## config.mk

```make
export PLATFORM = sky130hd
export DESIGN_NAME = multi_acc_flat
export DESIGN_NICKNAME = d
export VERILOG_FILES = /design/src/rtl/multi_acc_if.sv /design/src/rtl/multi_acc.sv /design/src/flat_wrapper.sv
export SDC_FILE = /design/constraint.sdc
export NUM_CORES = 1
export LEC_CHECK = 0
export CELL_PAD_IN_SITES_DETAIL_PLACEMENT = 0
export CELL_PAD_IN_SITES_GLOBAL_PLACEMENT = 1
export CORE_MARGIN = 3
export CORE_UTILIZATION = 40
export CTS_BUF_LIST = sky130_fd_sc_hd__clkbuf_8
export DETAILED_ROUTE_END_ITERATION = 7
export HOLD_SLACK_MARGIN = 0.08
export PLACE_DENSITY_LB_ADDON = 0.1
export SLEW_MARGIN = 30
export SYNTH_ARGS = -nofsm -noshare
export SYNTH_HDL_FRONTEND = slang
export SYNTH_SLANG_ARGS = --single-unit
export TNS_END_PERCENT = 10
```

## constraint.sdc

```tcl
create_clock -name clk -period 4.2 [get_ports clk]
set_clock_uncertainty 0.15 [all_clocks]
set_input_delay 1.26 -clock clk [delete_from_list [all_inputs] [get_ports clk]]
set_output_delay 1.26 -clock clk [all_outputs]
set_load 0.03 [all_outputs]
```

## src/rtl/multi_acc_if.sv

```systemverilog
// Handshake bundle for multi_acc: an input transaction channel and a result channel.
// The master modport is the traffic source/sink; the slave modport is the accumulator block.
interface multi_acc_if #(
   parameter int WIDTH     = 8,
   parameter int CHANNELS  = 4,
   parameter int ACC_WIDTH = 16
);
   localparam int CH_W = $clog2(CHANNELS);

   logic                 in_valid;
   logic                 in_ready;
   logic [WIDTH-1:0]     in_a;
   logic [WIDTH-1:0]     in_b;
   logic [1:0]           in_op;
   logic [CH_W-1:0]      in_ch;
   logic                 out_valid;
   logic                 out_ready;
   logic [ACC_WIDTH-1:0] out_data;
   logic [CH_W-1:0]      out_ch;
   logic                 out_ovf;

   modport master (
      output in_valid, in_a, in_b, in_op, in_ch, out_ready,
      input  in_ready, out_valid, out_data, out_ch, out_ovf
   );

   modport slave (
      input  in_valid, in_a, in_b, in_op, in_ch, out_ready,
      output in_ready, out_valid, out_data, out_ch, out_ovf
   );
endinterface

```

## src/rtl/multi_acc.sv

```systemverilog
// Multi-channel accumulator with a one-deep result register and valid/ready on both sides.
// Define MULTI_ACC_SAT_EN to clamp overflowing ACC operations at all-ones instead of wrapping.
module multi_acc #(
   parameter int WIDTH     = 8,
   parameter int CHANNELS  = 4,
   parameter int ACC_WIDTH = 16
) (
   input  logic       clk,
   input  logic       rst_n,
   multi_acc_if.slave bus
);
   localparam int CH_W = $clog2(CHANNELS);

   typedef enum logic [1:0] {
      OP_ADD  = 2'b00,
      OP_ACC  = 2'b01,
      OP_CLR  = 2'b10,
      OP_READ = 2'b11
   } op_e;

   op_e                  op;
   logic                 accept;
   logic [ACC_WIDTH-1:0] acc_q [CHANNELS];
   logic [CHANNELS-1:0]  ovf_q;
   logic [ACC_WIDTH-1:0] sel_acc;
   logic                 sel_ovf;
   logic [WIDTH:0]       pair_sum;
   logic [ACC_WIDTH:0]   acc_sum;
   logic                 ovf_hit;
   logic [ACC_WIDTH-1:0] acc_next;
   logic                 ovf_next;
   logic [ACC_WIDTH-1:0] data_next;
   logic                 ovf_out_next;

   logic                 out_valid_reg;
   logic [ACC_WIDTH-1:0] out_data_reg;
   logic [CH_W-1:0]      out_ch_reg;
   logic                 out_ovf_reg;

   assign op           = op_e'(bus.in_op);
   assign bus.in_ready = ~out_valid_reg | bus.out_ready;
   assign accept       = bus.in_valid & bus.in_ready;

   assign sel_acc  = acc_q[bus.in_ch];
   assign sel_ovf  = ovf_q[bus.in_ch];
   assign pair_sum = {1'b0, bus.in_a} + {1'b0, bus.in_b};
   // ACC_WIDTH >= WIDTH+1, so one extra bit holds the full true sum.
   assign acc_sum  = {1'b0, sel_acc} + (ACC_WIDTH + 1)'(pair_sum);
   assign ovf_hit  = acc_sum[ACC_WIDTH];
   assign ovf_next = sel_ovf | ovf_hit;

`ifdef MULTI_ACC_SAT_EN
   assign acc_next = ovf_hit ? {ACC_WIDTH{1'b1}} : acc_sum[ACC_WIDTH-1:0];
`else
   assign acc_next = acc_sum[ACC_WIDTH-1:0];
`endif

   always_comb begin
      data_next    = '0;
      ovf_out_next = 1'b0;
      case (op)
         OP_ADD:  data_next = ACC_WIDTH'(pair_sum);
         OP_ACC: begin
            data_next    = acc_next;
            ovf_out_next = ovf_next;
         end
         OP_READ: begin
            data_next    = sel_acc;
            ovf_out_next = sel_ovf;
         end
         default: begin
            data_next    = '0;
            ovf_out_next = 1'b0;
         end
      endcase
   end

   // Each channel owns its own registers; only the addressed one ever loads.
   for (genvar gi = 0; gi < CHANNELS; gi++) begin : g_ch
      logic [ACC_WIDTH-1:0] acc_reg;
      logic                 ovf_reg;
      logic                 hit;

      assign hit = accept && (bus.in_ch == CH_W'(gi));

      always_ff @(posedge clk or negedge rst_n) begin
         if (!rst_n) begin
            acc_reg <= '0;
            ovf_reg <= 1'b0;
         end else if (hit) begin
            if (op == OP_ACC) begin
               acc_reg <= acc_next;
               ovf_reg <= ovf_next;
            end else if (op == OP_CLR) begin
               acc_reg <= '0;
               ovf_reg <= 1'b0;
            end
         end
      end

      assign acc_q[gi] = acc_reg;
      assign ovf_q[gi] = ovf_reg;
   end

   always_ff @(posedge clk or negedge rst_n) begin
      if (!rst_n) begin
         out_valid_reg <= 1'b0;
         out_data_reg  <= '0;
         out_ch_reg    <= '0;
         out_ovf_reg   <= 1'b0;
      end else if (accept) begin
         out_valid_reg <= 1'b1;
         out_data_reg  <= data_next;
         out_ch_reg    <= bus.in_ch;
         out_ovf_reg   <= ovf_out_next;
      end else if (bus.out_ready) begin
         out_valid_reg <= 1'b0;
      end
   end

   assign bus.out_valid = out_valid_reg;
   assign bus.out_data  = out_data_reg;
   assign bus.out_ch    = out_ch_reg;
   assign bus.out_ovf   = out_ovf_reg;
endmodule

```

## src/flat_wrapper.sv

```systemverilog
// flat-port wrapper written by rule: the top's interface ports become plain ports
module multi_acc_flat 
#(
   parameter int WIDTH     = 8,
   parameter int CHANNELS  = 4,
   parameter int ACC_WIDTH = 16
)
  (clk, rst_n, bus_in_valid, bus_in_a, bus_in_b, bus_in_op, bus_in_ch, bus_out_ready, bus_in_ready, bus_out_valid, bus_out_data, bus_out_ch, bus_out_ovf);
  multi_acc_if #(.WIDTH(WIDTH), .CHANNELS(CHANNELS), .ACC_WIDTH(ACC_WIDTH)) bus_i ();
  input  logic clk;
  input  logic rst_n;
  input wire logic [$bits(bus_i.in_valid)-1:0] bus_in_valid;
  input wire logic [$bits(bus_i.in_a)-1:0] bus_in_a;
  input wire logic [$bits(bus_i.in_b)-1:0] bus_in_b;
  input wire logic [$bits(bus_i.in_op)-1:0] bus_in_op;
  input wire logic [$bits(bus_i.in_ch)-1:0] bus_in_ch;
  input wire logic [$bits(bus_i.out_ready)-1:0] bus_out_ready;
  output wire logic [$bits(bus_i.in_ready)-1:0] bus_in_ready;
  output wire logic [$bits(bus_i.out_valid)-1:0] bus_out_valid;
  output wire logic [$bits(bus_i.out_data)-1:0] bus_out_data;
  output wire logic [$bits(bus_i.out_ch)-1:0] bus_out_ch;
  output wire logic [$bits(bus_i.out_ovf)-1:0] bus_out_ovf;
  assign bus_i.in_valid = bus_in_valid;
  assign bus_i.in_a = bus_in_a;
  assign bus_i.in_b = bus_in_b;
  assign bus_i.in_op = bus_in_op;
  assign bus_i.in_ch = bus_in_ch;
  assign bus_i.out_ready = bus_out_ready;
  assign bus_in_ready = bus_i.in_ready;
  assign bus_out_valid = bus_i.out_valid;
  assign bus_out_data = bus_i.out_data;
  assign bus_out_ch = bus_i.out_ch;
  assign bus_out_ovf = bus_i.out_ovf;
  multi_acc #(.WIDTH(WIDTH), .CHANNELS(CHANNELS), .ACC_WIDTH(ACC_WIDTH)) u_core (.clk(clk), .rst_n(rst_n), .bus(bus_i));
endmodule
```

# == Yosys cells after proc, flatten, opt, wreduce, memory -nomap -nowiden ==
# Cells that the tools add are included.
# Widths: inputs -> output; s select.
# word_totals
ff_bits,88
word_cells,52
inputBits,24
out_inout_bits,21
# op_classes
n_lt_le_gt_ge,2
bitwise,5
n_mux,13
n_eq_ne,6
n_addsub,2
reduce_logical,12
# op_table
operator,n
$mux 16,4
$pmux 16 s3,1
$bmux 16 s2,1
$add 16x9->17,1
$add 8x8->9,1
$eq 2x2->1 const B,4
$reduce_and 2->1,4
$mux 1,5
$eq 2x1->1 const B,2
$logic_and 1x1->1,4
$logic_not 2->1,2
$reduce_bool 2->1,2
$ge 3x3->1 const B,1
$lt 2x3->1 const B,1
$not 2->3,1
$bmux 1 s2,1
$or 1x1->1,2
$pmux 1 s2,1
$and 1x1->1,1
$not 1->1,1

# == Depth between registers and ports, before layout ==
# logic_depth
depth_word,7
depth_mapped,15
ltp_nobuf,14

# == Worst setup path after synthesis ==
# No wires, ideal clock.
# synth_path
kind,input-to-reg
start,in bus_in_ch[0]
end,reg u_core.g_ch[0].acc_reg[14]
required_ns,3.984
t_arrival_ns,4.463
n_path_buf,3
path_stages,13
slack_ns,-0.479
setup_time_ns,0.066
cell_sequence,buf_6 buf_2 clkbuf_1 mux4_2 ha_1 nor2b_1 o21ai_0 nand2b_1 a221oi_2 or4_4 a21oi_2 mux2i_1 mux2_2
# synth_between
elab_chain_len,6
# synth_rtl
element,line_no,source
start: declaration,flat_wrapper.sv:16,input wire logic [$bits(bus_i.in_ch)-1:0] bus_in_ch;
$not 2->3 (not written as such),multi_acc.sv:44,assign sel_acc = acc_q[bus.in_ch];
$bmux 16 s2,multi_acc.sv:44,
$mux 16 (not written as such) (2 in a row),multi_acc.sv:44,
$add 16x9->17,multi_acc.sv:48,"assign acc_sum = {1'b0, sel_acc} + (ACC_WIDTH + 1)'(pair_sum);"
$mux 16,multi_acc.sv:91,if (op == OP_ACC) begin
end signal: assignment,multi_acc.sv:92,acc_reg <= acc_next;
end: declaration,multi_acc.sv:80,logic [ACC_WIDTH-1:0] acc_reg;
# Parallel ways exist; a longest one is shown, timed or not. The select of a mux whose other input is x is not followed.
# A chain may end at the register's enable or synchronous reset.

# == Worst setup path after layout ==
# layout_path
start,in bus_in_a[4]
end,reg u_core.g_ch[1].acc_reg[14]
# layout_between
elab_chain_len,3
# layout_rtl
element,line_no,source
start: declaration,flat_wrapper.sv:13,input wire logic [$bits(bus_i.in_a)-1:0] bus_in_a;
$add 8x8->9,multi_acc.sv:46,"assign pair_sum = {1'b0, bus.in_a} + {1'b0, bus.in_b};"
$add 16x9->17,multi_acc.sv:48,
$mux 16,multi_acc.sv:91,
end signal: assignment,multi_acc.sv:92,
end: declaration,multi_acc.sv:80,
# No other way between the ends.

==> results.toml <==
[detailed_routing]
drc = 0
drt_wl_total_mm = 12.8
first_pass_iters = 5
vias_per_cell = 5.36
ant_nets = 0
drt-initial-drc-count = 246
vias = 3833
drt-wirelength-per-cell_um = 17.9

[clocking]
cts.sinks = 88
cts_inserted_buffers = 9
clockBufferDepth = 2
cts_root_buf = "clkbuf_8"
worstSkewPairLatency_ns = 0.38
cts_tree = "built"
cts_max_level = 3
clk_pin_slew_ns = 0.08

[yosys]
synth_xor_area_share_pct = 3.63
synth_edf_count = 0
synth_warnings = 0
yosysTopAreaCell = "dfrtp_1"
syn_inst = 459
synth_seq_cells = 88
synth_top_area_share_pct = 46.3
synth_area_leaders = "dfrtp_1 46%, mux4_2 8.1%, nand2_1 7.9%, o21ai_0 6.1%, ha_1 5.3%"
synth.distinct_cells = 53
synth_compound_area_share_pct = 15.9
synthAdderAreaFrac_pct = 6.11
ys_seq_area_share_pct = 46.3
ys.flop_type = "dfrtp_1"
netlist_area_mm2 = 0.00475
synth.area.mux_share_pct = 12.1
syn_area_per_cell_um2 = 10.4
synth_top_family_by_area = "compound AO/OA/AOI/OAI gates"
ys_async_sr_fraction_pct = 100
synthSimpleGateAreaFrac_pct = 12.8
syn_nets = 505

[global_route]
grt_max_degree = 52
grt_first_pass_wirelength_mm = 20.6
antenna_found_initial = 0
grt_pass1_vias = 3893
track_usage_pct = 20.4
overflow = 0

[floorplan]
die_w_um = 115
die_area_mm2 = 0.0132
ioPinCount = 45
die_y_um = 115
rows = 39
initial_core_util_pct = 41.3
core_area_mm2 = 0.0115

[layout]
instances_no_fill = 715
n_antenna_cell = 0
drive_gt1_share_pct = 28.0
area_delta_synth_final_pct = 30.1
fillers = 1077
nNetsFinal = 613
largest_reg_flops = 64

[timing]
min_period_over_period_pct = 97.6
rsz0062_at_grt = "false"
holdWs_ns = 0.324
slew_headroom_pct = 48.5
slew_violations = 0
worstMarginPinSlew_ns = 0.772
finalSetupViolations = 0
fin_crit_ns = 4.10
max_freq_mhz = 244
hold_viol = 0

[run]
maxCapViolations = 0

[critical_path]
cp-start-kind = "primary input"
path_class = "primary input to flip-flop"
worstReg2RegStart = "u_core.g_ch[3].acc_reg[0]$_DFFE_PN0P_"
endpoint_kind = "flip-flop"
required_ns = 4.36
worstRegToRegCells = 12
critPathArrivalTime_ns = 4.26
rr_endpoint = "u_core.g_ch[2].acc_reg[10]$_DFFE_PN0P_"
cp_max_fo = 5
rrSetupSlack_ns = 1.10

[place]
gp_congestion = 0.814
dp_cells = 689
portBuffers = 44
dp_hpwl_mm = 9.01

[power_and_ir_drop]
ir_worst_vdd_uv = 284
p_leak_uw = 0.00284
pwr_density_cell_mw_per_mm2 = 382

[status]
status = "finished, final reports clean"

[worst_hold_path]
whs_endpoint = "u_core.bus.out_ch[1]$_DFFE_PN0P_"
hold_path_class = "flip-flop to flip-flop"
hold_start = "u_core.bus.out_ch[1]$_DFFE_PN0P_"
hold_depth = 2
-- critical path, cell delays in order --
cell and delay (ns):
dlygate4sd2_1 0.26, ha_4 0.29, and3_4 0.18, a221oi_2 0.06
buf_4 0.13, buf_4 0.12, buf_4 0.12, buf_4 0.13
xnor2_2 0.31, nor2_1 0.10, or4_4 0.60, a21oi_4 0.21
mux2i_4 0.31, mux2_4 0.18
-- layout make-up --
class	instances	area, um^2	share of cell area [%]
Multi-Input combinational cell	333	2570	41.6
Sequential cell	88	2200	35.6
Timing Repair Buffer	119	993	16.1
Tap cell	143	179	2.89
Clock buffer	10	138	2.23
Inverter	16	60.1	0.971
Clock inverter	6	37.5	0.607
-- power breakdown --
part	total [uW]	internal [uW]	switching (uW)
registers	986	939	46.5
clock network	538	227	312
logic	841	406	435
-- how the worst max path moves through the flow --
stage	startpoint	end	depth (start not counted)
2_1_floorplan	bus_in_b[0]	u_core.g_ch[0].acc_reg[14]$_DFFE_PN0P_	14
3_3_place_gp	bus_in_b[0]	u_core.g_ch[0].acc_reg[14]$_DFFE_PN0P_	15
3_5_place_dp	bus_in_b[0]	u_core.g_ch[2].acc_reg[14]$_DFFE_PN0P_	15
4_1_cts	bus_in_b[0]	u_core.g_ch[1].acc_reg[14]$_DFFE_PN0P_	15
5_1_grt	bus_in_b[3]	u_core.g_ch[1].acc_reg[14]$_DFFE_PN0P_	13
6_report	bus_in_a[4]	u_core.g_ch[1].acc_reg[14]$_DFFE_PN0P_	14
-- metrics by stage --
stage                     power (uW)  worst slack, ns  setup TNS, ns  util [%]  area (um^2)
final                           2360            0.100              0      53.7         6180
after global routing            2510         0.000674              0      53.7         6180
after CTS                       2370           0.0243              0      53.4         6150
after detailed placement        1800           -0.661         -28.41      50.7         5840
after global placement          1780           -0.578         -26.04      50.7         5840
after floorplan                 1440          -0.0404         -0.185         -         4830
-- synth_stat cells (6+ instances only) --
cell / n
o31ai_1: 7
a21o_1: 8
nand2_1: 100
mux4_2: 17
clkbuf_1: 17
xnor2_1: 12
mux2_2: 16
inv_1: 15
a21oi_1: 14
nor2_1: 15
o21ai_0: 58
nand2b_1: 6
ha_1: 20
dfrtp_1: 88
-- cell usage in the layout, fill, tap and decap left out, types with 12 or more instances in the layout --
cell type        instances
o21ai_0                 55
mux4_2                  17
buf_4                   74
a21oi_1                 12
inv_1                   14
ha_1                    13
nor2_1                  13
mux2_2                  12
nand2_1                 99
clkdlybuf4s50_1         29
dfrtp_1                 88
-- cell families after synthesis --
group | after synthesis
AO/OA/AOI/OAI | 117
XOR/XNOR | 18
adder cells (fa/ha/maj) | 22
buffers and inverters | 38
flip-flops | 88
multiplexers | 34
AND/OR/NAND/NOR | 142
-- routing by layer --
metal  track usage [%]  vias up  wire length (um)
li1                  -     1845                 -
met2              30.5      101              5560
met3              3.47       13               666
met4              6.10        0               148
met5                 0        -                 0
met1              30.5     1874              6440
-- timing repair --
action / in CTS / in global routing
endpoints found under the setup margin: 47 / 45
gates resized for setup: 26 / 15
setup buffers: 10 / 0
endpoints found under the hold margin: 0 / 0
pin swaps: 23 / 17
hold buffers: 0 / 0
(Power assumes the default switching activity.)
